## src/rtl/event_pkg.sv

```systemverilog
// Shared types and constants for the event transmit path: event record,
// frame header bit, transmit FSM states and frame byte builders.
package event_pkg;

    localparam int unsigned X_W = 4;
    localparam int unsigned Y_W = 4;
    localparam int unsigned T_W = 8;

    localparam logic FRAME_HDR = 1'b1;

    typedef struct packed {
        logic           p;
        logic [X_W-1:0] x;
        logic [Y_W-1:0] y;
        logic [T_W-1:0] t;
    } event_t;

    typedef enum logic [1:0] {
        ST_IDLE,
        ST_B0,
        ST_B1,
        ST_B2
    } tx_state_e;

    function automatic logic [7:0] frame_byte0(input event_t ev, input logic [1:0] seq);
        return {FRAME_HDR, ev.p, seq, ev.x};
    endfunction

    function automatic logic [7:0] frame_byte1(input event_t ev);
        return {4'h0, ev.y};
    endfunction

    function automatic logic [7:0] frame_byte2(input event_t ev);
        return ev.t;
    endfunction

endpackage

```

## src/rtl/event_fifo.sv

```systemverilog
// Single-clock event FIFO; push and pop may both act in the same cycle.
// Pointers carry one extra wrap bit to tell full from empty.
module event_fifo
    import event_pkg::*;
#(
    parameter int unsigned DEPTH = 4
) (
    input  logic   clk,
    input  logic   rst_n,
    input  logic   push,
    input  logic   pop,
    input  event_t din,
    output event_t dout,
    output logic   full,
    output logic   empty
);

    localparam int unsigned AW = $clog2(DEPTH);

    logic [AW:0] wr_ptr_q, wr_ptr_d;
    logic [AW:0] rd_ptr_q, rd_ptr_d;
    event_t      mem_q [DEPTH];
    event_t      mem_d [DEPTH];

    assign empty = (wr_ptr_q == rd_ptr_q);
    assign full  = (wr_ptr_q[AW] != rd_ptr_q[AW]) &&
                   (wr_ptr_q[AW-1:0] == rd_ptr_q[AW-1:0]);
    assign dout  = mem_q[rd_ptr_q[AW-1:0]];

    always_comb begin
        wr_ptr_d = wr_ptr_q;
        rd_ptr_d = rd_ptr_q;
        mem_d    = mem_q;
        if (push && !full) begin
            mem_d[wr_ptr_q[AW-1:0]] = din;
            wr_ptr_d = wr_ptr_q + (AW+1)'(1);
        end
        if (pop && !empty) begin
            rd_ptr_d = rd_ptr_q + (AW+1)'(1);
        end
    end

    always_ff @(posedge clk) begin
        if (!rst_n) begin
            wr_ptr_q <= '0;
            rd_ptr_q <= '0;
        end else begin
            wr_ptr_q <= wr_ptr_d;
            rd_ptr_q <= rd_ptr_d;
        end
    end

    always_ff @(posedge clk) begin
        mem_q <= mem_d;
    end

endmodule

```

## src/rtl/event_tx.sv

```systemverilog
// Event transmitter: buffers DVS events and emits 3-byte frames on a
// valid/ready byte stream. EVENT_TX_DROP_CNT_EN builds the drop counter.
module event_tx
    import event_pkg::*;
#(
    parameter int unsigned FIFO_DEPTH = 4,
    parameter int unsigned X_W        = event_pkg::X_W,
    parameter int unsigned Y_W        = event_pkg::Y_W,
    parameter int unsigned T_W        = event_pkg::T_W
) (
    input  logic           clk,
    input  logic           rst_n,
    input  logic           ev_valid,
    input  logic [X_W-1:0] ev_x,
    input  logic [Y_W-1:0] ev_y,
    input  logic [T_W-1:0] ev_t,
    input  logic           ev_p,
    output logic [7:0]     tx_data,
    output logic           tx_valid,
    input  logic           tx_ready,
    output logic           tx_sof,
    output logic           tx_eof,
    output logic           ovf,
    output logic [7:0]     drop_cnt
);

    tx_state_e  state_q, state_d;
    event_t     frame_q, frame_d;
    logic [1:0] seq_q, seq_d;
    logic [7:0] tx_data_q, tx_data_d;
    logic       tx_valid_q, tx_valid_d;
    logic       tx_sof_q, tx_sof_d;
    logic       tx_eof_q, tx_eof_d;
    logic       ovf_q, ovf_d;

    event_t fifo_din;
    event_t fifo_dout;
    logic   fifo_full;
    logic   fifo_empty;
    logic   push;
    logic   pop;
    logic   drop;

    assign fifo_din = '{p: ev_p, x: ev_x, y: ev_y, t: ev_t};
    // A full FIFO drops the event even when a pop frees a slot this cycle.
    assign push = ev_valid && !fifo_full;
    assign drop = ev_valid && fifo_full;

    event_fifo #(
        .DEPTH (FIFO_DEPTH)
    ) u_fifo (
        .clk   (clk),
        .rst_n (rst_n),
        .push  (push),
        .pop   (pop),
        .din   (fifo_din),
        .dout  (fifo_dout),
        .full  (fifo_full),
        .empty (fifo_empty)
    );

    always_comb begin
        state_d    = state_q;
        frame_d    = frame_q;
        seq_d      = seq_q;
        tx_data_d  = tx_data_q;
        tx_valid_d = tx_valid_q;
        tx_sof_d   = tx_sof_q;
        tx_eof_d   = tx_eof_q;
        pop        = 1'b0;
        ovf_d      = ovf_q | drop;

        unique case (state_q)
            ST_IDLE: begin
                if (!fifo_empty) begin
                    pop        = 1'b1;
                    frame_d    = fifo_dout;
                    tx_data_d  = frame_byte0(fifo_dout, seq_q);
                    tx_valid_d = 1'b1;
                    tx_sof_d   = 1'b1;
                    tx_eof_d   = 1'b0;
                    state_d    = ST_B0;
                end
            end
            ST_B0: begin
                if (tx_ready) begin
                    tx_data_d = frame_byte1(frame_q);
                    tx_sof_d  = 1'b0;
                    state_d   = ST_B1;
                end
            end
            ST_B1: begin
                if (tx_ready) begin
                    tx_data_d = frame_byte2(frame_q);
                    tx_eof_d  = 1'b1;
                    state_d   = ST_B2;
                end
            end
            ST_B2: begin
                if (tx_ready) begin
                    seq_d    = seq_q + 2'd1;
                    tx_eof_d = 1'b0;
                    // Chain straight into the next frame so there is no gap cycle.
                    if (!fifo_empty) begin
                        pop       = 1'b1;
                        frame_d   = fifo_dout;
                        tx_data_d = frame_byte0(fifo_dout, seq_q + 2'd1);
                        tx_sof_d  = 1'b1;
                        state_d   = ST_B0;
                    end else begin
                        tx_data_d  = '0;
                        tx_valid_d = 1'b0;
                        state_d    = ST_IDLE;
                    end
                end
            end
            default: state_d = ST_IDLE;
        endcase
    end

    always_ff @(posedge clk) begin
        if (!rst_n) begin
            state_q    <= ST_IDLE;
            frame_q    <= '0;
            seq_q      <= '0;
            tx_data_q  <= '0;
            tx_valid_q <= 1'b0;
            tx_sof_q   <= 1'b0;
            tx_eof_q   <= 1'b0;
            ovf_q      <= 1'b0;
        end else begin
            state_q    <= state_d;
            frame_q    <= frame_d;
            seq_q      <= seq_d;
            tx_data_q  <= tx_data_d;
            tx_valid_q <= tx_valid_d;
            tx_sof_q   <= tx_sof_d;
            tx_eof_q   <= tx_eof_d;
            ovf_q      <= ovf_d;
        end
    end

    assign tx_data  = tx_data_q;
    assign tx_valid = tx_valid_q;
    assign tx_sof   = tx_sof_q;
    assign tx_eof   = tx_eof_q;
    assign ovf      = ovf_q;

`ifdef EVENT_TX_DROP_CNT_EN
    logic [7:0] drop_cnt_q, drop_cnt_d;

    always_comb begin
        drop_cnt_d = drop_cnt_q;
        if (drop && (drop_cnt_q != 8'hFF)) begin
            drop_cnt_d = drop_cnt_q + 8'd1;
        end
    end

    always_ff @(posedge clk) begin
        if (!rst_n) begin
            drop_cnt_q <= '0;
        end else begin
            drop_cnt_q <= drop_cnt_d;
        end
    end

    assign drop_cnt = drop_cnt_q;
`else
    assign drop_cnt = '0;
`endif

endmodule

```

## config.mk

```make
export PLATFORM = sky130hd
export DESIGN_NAME = event_tx
export DESIGN_NICKNAME = d
export VERILOG_FILES = /design/src/rtl/event_pkg.sv /design/src/rtl/event_fifo.sv /design/src/rtl/event_tx.sv
export SDC_FILE = /design/constraint.sdc
export NUM_CORES = 1
export LEC_CHECK = 0
export BUFFER_PORTS_ARGS = -buffer_cell sky130_fd_sc_hd__buf_2
export CAP_MARGIN = 15
export CORE_MARGIN = 3
export CORE_UTILIZATION = 55
export CTS_CLUSTER_SIZE = 28
export DETAILED_ROUTE_END_ITERATION = 10
export PLACE_DENSITY_LB_ADDON = 0.05
export SLEW_MARGIN = 20
export SYNTH_ARGS = -nofsm -noshare
export SYNTH_HDL_FRONTEND = slang
export SYNTH_SLANG_ARGS = --single-unit
```

## constraint.sdc

```tcl
create_clock -name clk -period 4.5 [get_ports clk]
set_input_delay 0.225 -clock clk [delete_from_list [all_inputs] [get_ports clk]]
set_output_delay 0.225 -clock clk [all_outputs]
set_load 0.05 [all_outputs]
```

# [Yosys cells after proc, flatten, opt, wreduce, memory -nomap -nowiden]
# Cells that the tools add are included.
# W data, S select, Z words.
[classes] n_lt_le_gt_ge=3 reduce_logical=18 n_eq_ne=11 mux=35 bitwise=3 add_sub_neg=3
[op_table] operator="$mux W17" n=5
[op_table] operator="$bwmux W68" n=1
[op_table] operator="$mux W8" n=5
[op_table] operator="$bmux W17 S2" n=1
[op_table] operator="$demux W17 S2" n=1
[op_table] operator="$pmux W17 S2" n=1
[op_table] operator="$pmux W8 S4" n=1
[op_table] operator="$reduce_and A4 Y1" n=3
[op_table] operator="$mux W1" n=11
[op_table] operator="$ne A2 B2 Y1 const B" n=5
[op_table] operator="$mux W2" n=4
[op_table] operator="$pmux W2 S4" n=1
[op_table] operator="$add A3 B1 Y3 const B" n=2
[op_table] operator="$ge A3 B3 Y1 const B" n=2
[op_table] operator="$logic_and A1 B1 Y1" n=6
[op_table] operator="$not A2 Y3" n=2
[op_table] operator="$pmux W1 S3" n=2
[op_table] operator="$reduce_bool A3 Y1" n=2
[op_table] operator="$eq A2 B2 Y1 const B" n=2
[op_table] operator="$pmux W1 S2" n=2
[op_table] operator="$reduce_and A2 Y1" n=2
[op_table] operator="$eq A3 B3 Y1" n=1
[op_table] operator="$lt A3 B1 Y1 const B" n=1
[op_table] operator="$reduce_and A3 Y1" n=1
[op_table] operator="other kinds (8)" n=9
[totals] input_bits=21 out_inout_bits=20 elab_cells=102 regBits=107

# [Logic depth before layout (Yosys ltp)]
# Gate-level depths: netlist of run 1.
[depth] word_depth=7 mapped_depth=7 ltp_nobuf=6

# [Hierarchy]
# From an unflattened synthesis of run 1, not the netlist that was laid out.
[hier_totals] hier_cells=337 hier_area_um2=4536.9
[by_module_without_submodules] mod="event_fifo" instances=1 seq_area_each_um2=2162.1 cells_per_inst=159 area_per_inst_um2=3001.6
[by_module_without_submodules] mod="event_tx" instances=1 seq_area_each_um2=560.5 cells_per_inst=178 area_per_inst_um2=1535.2

# [Worst setup path after synthesis of run 1]
# OpenSTA, ideal clock, no wires.
[synth_path] path_kind="flip-flop to flip-flop" startpoint="register u_fifo.rd_ptr_q[1]" endpoint="register u_fifo.mem_q[0] (netlist name), enable pin" required_time_ns=4.125 stages_incl_launch_ff=5 slack_ns=2.486 n_path_buf=1 period_less_slack_ns=2.014 arrival_ns=1.638 setup_time_ns=0.375 path_cell_list="dfxtp_1 buf_4 xnor2_2 a31oi_1 and2_1"
[synth_between] elab_chain_len=5
[synth_rtl] element="start: declaration" line="event_fifo.sv:21" source="logic [AW:0] rd_ptr_q, rd_ptr_d;"
[synth_rtl] element="start signal: assignment" line="event_fifo.sv:49" source="rd_ptr_q <= rd_ptr_d;"
[synth_rtl] element="$eq A2 B2 Y1 (*)" line="event_fifo.sv:27" source="(wr_ptr_q[AW-1:0] == rd_ptr_q[AW-1:0]);"
[synth_rtl] element="$logic_and A1 B1 Y1 (*)" line="event_fifo.sv:26" source="assign full = (wr_ptr_q[AW] != rd_ptr_q[AW]) &&"
[synth_rtl] element="$logic_not A1 Y1 (*)" line="event_fifo.sv:34, event_tx.sv:46"
[synth_rtl] element="$logic_and A1 B1 Y1" line="event_tx.sv:46" source="assign push = ev_valid && !fifo_full;"
[synth_rtl] element="$logic_and A1 B1 Y1 (*)" line="event_fifo.sv:34" source="if (push && !full) begin"
[synth_rtl] element="end signal: assignment" line="event_fifo.sv:54" source="mem_q <= mem_d;"
[synth_rtl] element="end: declaration" line="event_fifo.sv:22" source="event_t mem_q [DEPTH];"
# Every way passes the cells marked *; elsewhere a longest branch is shown, timed or not.
# A chain may end at the register's enable or synchronous reset.

# [Worst setup path after layout of run 1]
[layout_path] startpoint="register u_fifo.rd_ptr_q[0]" endpoint="register u_fifo.mem_q[54] (netlist name), enable pin"
# Same word-level chain as after synthesis.

==> impl_metrics.yaml, run 1 <==
pwr:
  power_density_nw_per_um2: 580
  power.ir.vdd_worst_mv: 0.261
  leakage_uw: 0.00165
cts:
  ctsResizeCount: 0
  worst_setup_hold_path_clk_slew_ns: 0.10
  insertion_delay_ns: 0.36
  ctsHoldBuffers: 0
  tritoncts.num_buffers: 9
  root_buffer: "clkbuf_8"
  cts_tree: "yes"
  cts_buffer_depth: 2
  postCtsSetupRepairBufs: 0
  htree_num_levels: 3
  clock-sinks: 102
route:
  vias_per_cell: 5.62
  drtPass1Iterations: 4
  drt-wirelength-per-cell_um: 17.9
  antenna_violating_nets_post_route: 0
  drt-initial-drc-count: 142
  detail_route.drc_violations: 0
  drt_wl_total_um: 7630
  via_count: 2395
final_layout:
  num-fill-cells: 587
  ratio_of_cells_with_drive_above_1_in_the_final_layout_pct: 22.6
  syn_to_final_growth_pct: 8.48
  postLayoutCoreUtil_pct: 62.6
  design.final.nets: 355
  insertedDiodeCount: 0
logic_synthesis:
  synth.distinct_cells: 44
  yosys.cell_count.top_type: "edfxtp_1"
  yosys.area_share.xor_xnor_pct: 1.99
  post_synth_edffs: 68
  dominantRegCellSynth: "edfxtp_1"
  synthesis.area_um2: 4280
  synth_top_cell_area_share_pct: 47.7
  synth_top_cells_by_count: "68 x edfxtp_1, 34 x dfxtp_1, 29 x nor2_1, 17 x mux4_2"
  synthTopCellsByArea: "edfxtp_1 48%, dfxtp_1 16%, mux4_2 9.0%, ha_1 3.5%, mux2i_1 3.5%"
  main_combinational_cell_family_by_area_after_synthesis: "multiplexers"
  synth_seq_area_share_pct: 63.7
  syn_inst: 292
  postSynthRegisterBits: 102
  synth_compound_gate_area_share_pct: 7.72
  yosys-mux-area-fraction_pct: 12.5
  synth_fa_ha_area_share_pct: 3.51
  synthSimpleGateAreaFrac_pct: 6.55
  synthesis.yosys.warnings: 0
  synth_area_leader_cell: "edfxtp_1"
  synth_async_sr_flop_share_pct: 0
  synthesized_area_divided_by_synthesized_cell_count_um2: 14.6
floorplan:
  initial_core_util_pct: 57.7
  die_w_um: 94.2
  number_of_core_rows: 31
  core_um2: 7410
  dieHeight_um: 94.2
  design.die.area_um2: 8870
  pin_count: 41
sta:
  finalHoldViolCount: 0
  clock.fmax_mhz: 384
  timing.final.setup_violations: 0
  maxSlewHeadroom_pct: 33.1
  maxSlewViolCount: 0
  final_layout_setup_total_negative_slack_ns: 0
  tightest_slew_ns: 1.00
  finalCritPeriodShare_pct: 57.8
  final.min_clock_period_ns: 2.60
  clock-skew-final_ns: 0.0117
  grt_setup_unrepaired: "no"
global_routing:
  grt_start_max_net_pins: 31
  grtUsageTotal_pct: 19.2
  wire_length_of_the_first_global_routing_pass_um: 12700
  grt_pass1_vias: 2438
  grt_overflow_total: 0
  grt_antenna_before_repair: 0
setup_path:
  worst-endpoint-required_ns: 4.48
  critical_path.max_fanout: 20
  timing.critical_path.arrival_ns: 2.58
  worstSetupPathType: "flop to flop"
  crit_path_start_kind: "flop"
  timing.critical_path.to_type: "flop"
placement:
  post-dp-hpwl_um: 5100
  numPortBuffers: 32
  gpl.final_weighted_congestion: 0.838
run:
  cap_violations: 0
worst_hold_path:
  timing.hold.worst.class: "input port to flop"
status:
  status: "finished clean"
[cells by family (layout without fill, tap and decap cells)]
logic type / count (synthesis) / count (layout)
multiplexers: 32 / 32
XOR/XNOR: 8 / 8
adder cells (fa/ha/maj): 12 / 12
AO/OA/AOI/OAI: 45 / 45
flip-flops: 102 / 102
other: 1 / 8
buffers and inverters: 32 / 60
AND/OR/NAND/NOR: 60 / 60
[per-layer routing]
| layer | track usage [%] | up-vias | part of all wire (%) |
|---|---|---|---|
| met5 | 0 | - | 0 |
| met4 | 8.18 | 0 | 2.2 |
| met2 | 29.2 | 66 | 46 |
| li1 | - | 1150 | - |
| met3 | 3.61 | 14 | 3.9 |
| met1 | 27.2 | 1165 | 48 |
[area by class of cell]
type | instances | area, µm² | share of cell area [%]
Multi-Input combinational cell | 165 | 1410 | 30.4
Timing Repair Buffer | 35 | 183 | 3.94
Clock buffer | 11 | 131 | 2.83
Sequential cell | 102 | 2720 | 58.7
Clock inverter | 5 | 36.3 | 0.782
Inverter | 9 | 33.8 | 0.728
Tap cell | 99 | 124 | 2.67
[sequential cells by signal, indices dropped and copies added, names as in the netlist, 2 cells and up]
register and cells:
u_fifo.rd_ptr_q 3, state_q 2, frame_q 12, seq_q 2, tx_data 8, u_fifo.wr_ptr_q 3, u_fifo.mem_q 68
[worst paths after layout]
kind	cells after the start	start	to	slack, ns
min reg2reg	2	tx_data[7]$_SDFFE_PN0P_	tx_data[7]$_SDFFE_PN0P_	0.47
min	1	ev_t[7]	u_fifo.mem_q[24]$_DFFE_PP_	0.08
max	4	u_fifo.rd_ptr_q[0]$_SDFFE_PN0P_	u_fifo.mem_q[54]$_DFFE_PP_	1.90
max reg2reg	4	u_fifo.rd_ptr_q[0]$_SDFFE_PN0P_	u_fifo.mem_q[54]$_DFFE_PP_	1.90
[layout by cell type, fill, tap and decap left out, types with 3 or more instances in the layout]
cell type  count
a211oi_1       5
a311oi_1       3
xnor2_1        3
nand2_1       10
mux2i_1       15
nand3_1        4
nor2_1        29
a22oi_1        4
and2_1         4
buf_2         32
dfxtp_1       34
clkbuf_8       9
a21oi_1       15
inv_1          9
mux4_2        17
nor3_1         3
conb_1         8
ha_1          12
edfxtp_1      68
buf_4          3
xor2_1         3
[worst max-delay path: stages, from the launching register on]
cell and delay, ns:
dfxtp_1 0.32, buf_4 0.35, xnor2_2 0.20, a31oi_1 0.52, and2_1 0.83
[per-stage QoR]
stage	setup WS, ns	area (µm²)	hold WS (ns)	total power [µW]	cells
3_5_place_dp	1.80	4470	0.444	2210	410
2_1_floorplan	2.49	4300	0.324	2010	299
6_report	1.90	4640	0.0761	2690	426
3_3_place_gp	1.85	4470	0.441	2200	410
4_1_cts	1.78	4640	0.0642	2710	426
5_1_grt	1.57	4640	0.0613	2860	426
[power by group]
group	leakage [µW]	switching (µW)	internal (µW)
Combinational	0.000667	615	368
Clock	0.0000838	302	203
Sequential	0.000903	71.7	1130
Total	0.00165	989	1700
(Power assumes the default switching activity.)
==> inputs of run 2 (changes only) <==
--- a/config.mk
+++ b/config.mk
@@ -5,10 +5,11 @@
 export SDC_FILE = /design/constraint.sdc
 export NUM_CORES = 1
 export LEC_CHECK = 0
+export ABC_AREA = 1
 export BUFFER_PORTS_ARGS = -buffer_cell sky130_fd_sc_hd__buf_2
 export CAP_MARGIN = 15
 export CORE_MARGIN = 3
-export CORE_UTILIZATION = 55
+export CORE_UTILIZATION = 53
 export CTS_CLUSTER_SIZE = 28
 export DETAILED_ROUTE_END_ITERATION = 10
 export PLACE_DENSITY_LB_ADDON = 0.05
==> constraint.sdc (replaced) <==
create_clock -name clk -period 2.15 [get_ports clk]
set_input_delay 0.1075 -clock clk [delete_from_list [all_inputs] [get_ports clk]]
set_output_delay 0.1075 -clock clk [all_outputs]
set_load 0.05 [all_outputs]
==> impl_metrics.yaml, run 2 <==
logic_synthesis:
  synth_async_sr_flop_share_pct: 0
  yosys.cell_count.top_type: "nor2_1"
  synthesized_area_divided_by_synthesized_cell_count_um2: 10.6
  postSynthRegisterBits: 102
  synth_area_leader_cell: "edfxtp_1"
  synthTopCellsByArea: "edfxtp_1 47%, dfxtp_1 16%, nor2_1 6.9%, o21ai_0 6.1%, ha_1 3.4%"
  dominantRegCellSynth: "edfxtp_1"
  syn_inst: 413
  synthesis.area_um2: 4370
  synth.distinct_cells: 35
  synth_top_cell_area_share_pct: 46.7
  synth_top_cells_by_count: "80 x nor2_1, 68 x edfxtp_1, 53 x o21ai_0, 34 x dfxtp_1, 33 x nand2_1"
  synthesis.yosys.warnings: 0
  post_synth_edffs: 68
  synth_seq_area_share_pct: 62.3
setup_path:
  timing.critical_path.to_type: "flop"
  crit_path_start_kind: "flop"
  worstSetupPathType: "flop to flop"
  critical_path.max_fanout: 14
  worst-endpoint-required_ns: 2.41
  timing.critical_path.arrival_ns: 2.13
placement:
  gpl.final_weighted_congestion: 0.832
  numPortBuffers: 32
  detailedPlace.worstSlack_ns: 0.294
  post-dp-hpwl_um: 5520
sta:
  timing.final.setup_violations: 0
  timing.final.ws_setup_ns: 0.278
  maxSlewHeadroom_pct: 61.0
  worst_hold_slack_ns: 0.0394
  finalHoldViolCount: 0
  clock.fmax_mhz: 534
  final_layout_setup_total_negative_slack_ns: 0
  final.min_clock_period_ns: 1.87
  clock-skew-final_ns: 0.0127
  grt_setup_unrepaired: "no"
  tightest_slew_ns: 0.585
  finalCritPeriodShare_pct: 87.1
  maxSlewViolCount: 0
route:
  detail_route.drc_violations: 0
  drt-wirelength-per-cell_um: 14.9
  antenna_violating_nets_post_route: 0
  vias_per_cell: 5.29
  via_count: 3002
  drt_wl_total_um: 8480
  drt-initial-drc-count: 124
  drtPass1Iterations: 4
pwr:
  leakage_uw: 0.00189
  fin_total_pwr_uw: 6310
  power_density_nw_per_um2: 1280
  power.ir.vdd_worst_mv: 0.503
final_layout:
  syn_to_final_growth_pct: 12.5
  insertedDiodeCount: 0
  design.final.nets: 494
  final_cell_mix: "80 x nor2_1, 68 x edfxtp_1, 53 x o21ai_0"
  ratio_of_cells_with_drive_above_1_in_the_final_layout_pct: 16.1
  mostFrequentLayoutCell: "nor2_1"
  largest_register_ff_count: 68
  max_flop_register: "u_fifo.mem_q"
cts:
  postCtsSetupRepairBufs: 0
  worst_setup_hold_path_clk_slew_ns: 0.10
  htree_num_levels: 3
  tritoncts.num_buffers: 9
  insertion_delay_ns: 0.36
  ctsHoldBuffers: 17
  root_buffer: "clkbuf_8"
  cts_buffer_depth: 2
  cts_tree: "yes"
  ctsResizeCount: 0
  clock-sinks: 102
global_routing:
  wire_length_of_the_first_global_routing_pass_um: 14000
  grt_overflow_total: 0
  grt_start_max_net_pins: 37
  grt_pass1_vias: 2839
  grt_antenna_before_repair: 0
  grtUsageTotal_pct: 18.7
status:
  status: "finished clean"
floorplan:
  pin_count: 41
  number_of_core_rows: 32
  core_um2: 7850
  initial_core_util_pct: 55.7
  dieHeight_um: 96.8
  die_w_um: 96.8
  design.die.area_um2: 9370
run:
  cap_violations: 0
worst_hold_path:
  timing.hold.worst.class: "input port to flop"
run 2: cell types whose count changed in the layout (fill, tap and decap cells not counted), moves of 5 or more:
cell	change
dlygate4sd3_1	+17
mux4_2	-17
o21ai_0	+51
o22ai_1	+16
mux2i_1	-15
nor2_1	+51
a21oi_1	+7
o21ai_1	+6
nor2_2	+5
nand3_1	+5
inv_1	+11
nand2_1	+23
run 2: path summary, 6_finish.rpt:
kind / startpoint / endpoint / slack [ns] / depth (start not counted)
setup / recovery: state_q[0]$_SDFFE_PN0P_ / tx_data[2]$_SDFFE_PN0P_ / 0.28 / 8
setup reg to reg: state_q[0]$_SDFFE_PN0P_ / tx_data[2]$_SDFFE_PN0P_ / 0.28 / 8
hold / removal: ev_valid / ovf$_SDFF_PN0_ / 0.04 / 3
hold reg to reg: ovf$_SDFF_PN0_ / ovf$_SDFF_PN0_ / 0.46 / 2
run 2: power by group:
group	total [µW]	leakage [µW]	internal [µW]	switching, µW
Sequential	2580	0.000905	2400	174
Combinational	2610	0.000889	826	1780
Clock	1120	0.0000939	438	686
Total	6310	0.00189	3670	2640
run 2: logic make-up (layout without fill, tap and decap cells):
group / count (synthesis) / count (layout) / share of synthesized area, %
DFF: 102 / 102 / 62.3
xor gates and xnor gates: 2 / 2 / 0.831
other: 1 / 8 / 0.0858
buffers and inverters: 50 / 96 / 6.10
AOI/OAI and AO/OA: 102 / 102 / 12.5
and+or+nand+nor: 144 / 144 / 14.7
adders and majority gates: 12 / 12 / 3.44
run 2: layout make-up:
cell class | count | area, µm²
Fill cell | 663 | 2930
Sequential cell | 102 | 2720
Multi-Input combinational cell | 268 | 1410
Timing Repair Buffer | 56 | 383
Tap cell | 102 | 128
Clock buffer | 9 | 124
Inverter | 24 | 95.1
Clock inverter | 7 | 55.1
run 2: critical path, stage by stage (launching register included):
cell and delay [ns]:
dfxtp_1 0.35, inv_1 0.18, ha_1 0.42, o21bai_2 0.14, o21a_1 0.16, nand2_4 0.19
inv_2 0.08, o21ai_0 0.19, nor2_2 0.06
run 2: metrics by stage:
stage,cells,utilization (%),instance area (µm²)
2_1_floorplan,420,-,4400
3_3_place_gp,535,58.2,4560
3_5_place_dp,535,58.2,4560
4_1_cts,568,62.6,4910
5_1_grt,568,62.6,4910
6_report,568,62.6,4910
run 2: layer usage:
layer  vias up  track usage (%)  wire (µm)
met4         0             7.45        154
met1      1401             25.1       3910
met2        80             30.3       4020
met5         -                0          0
li1       1505                -          -
met3        16             3.17        389
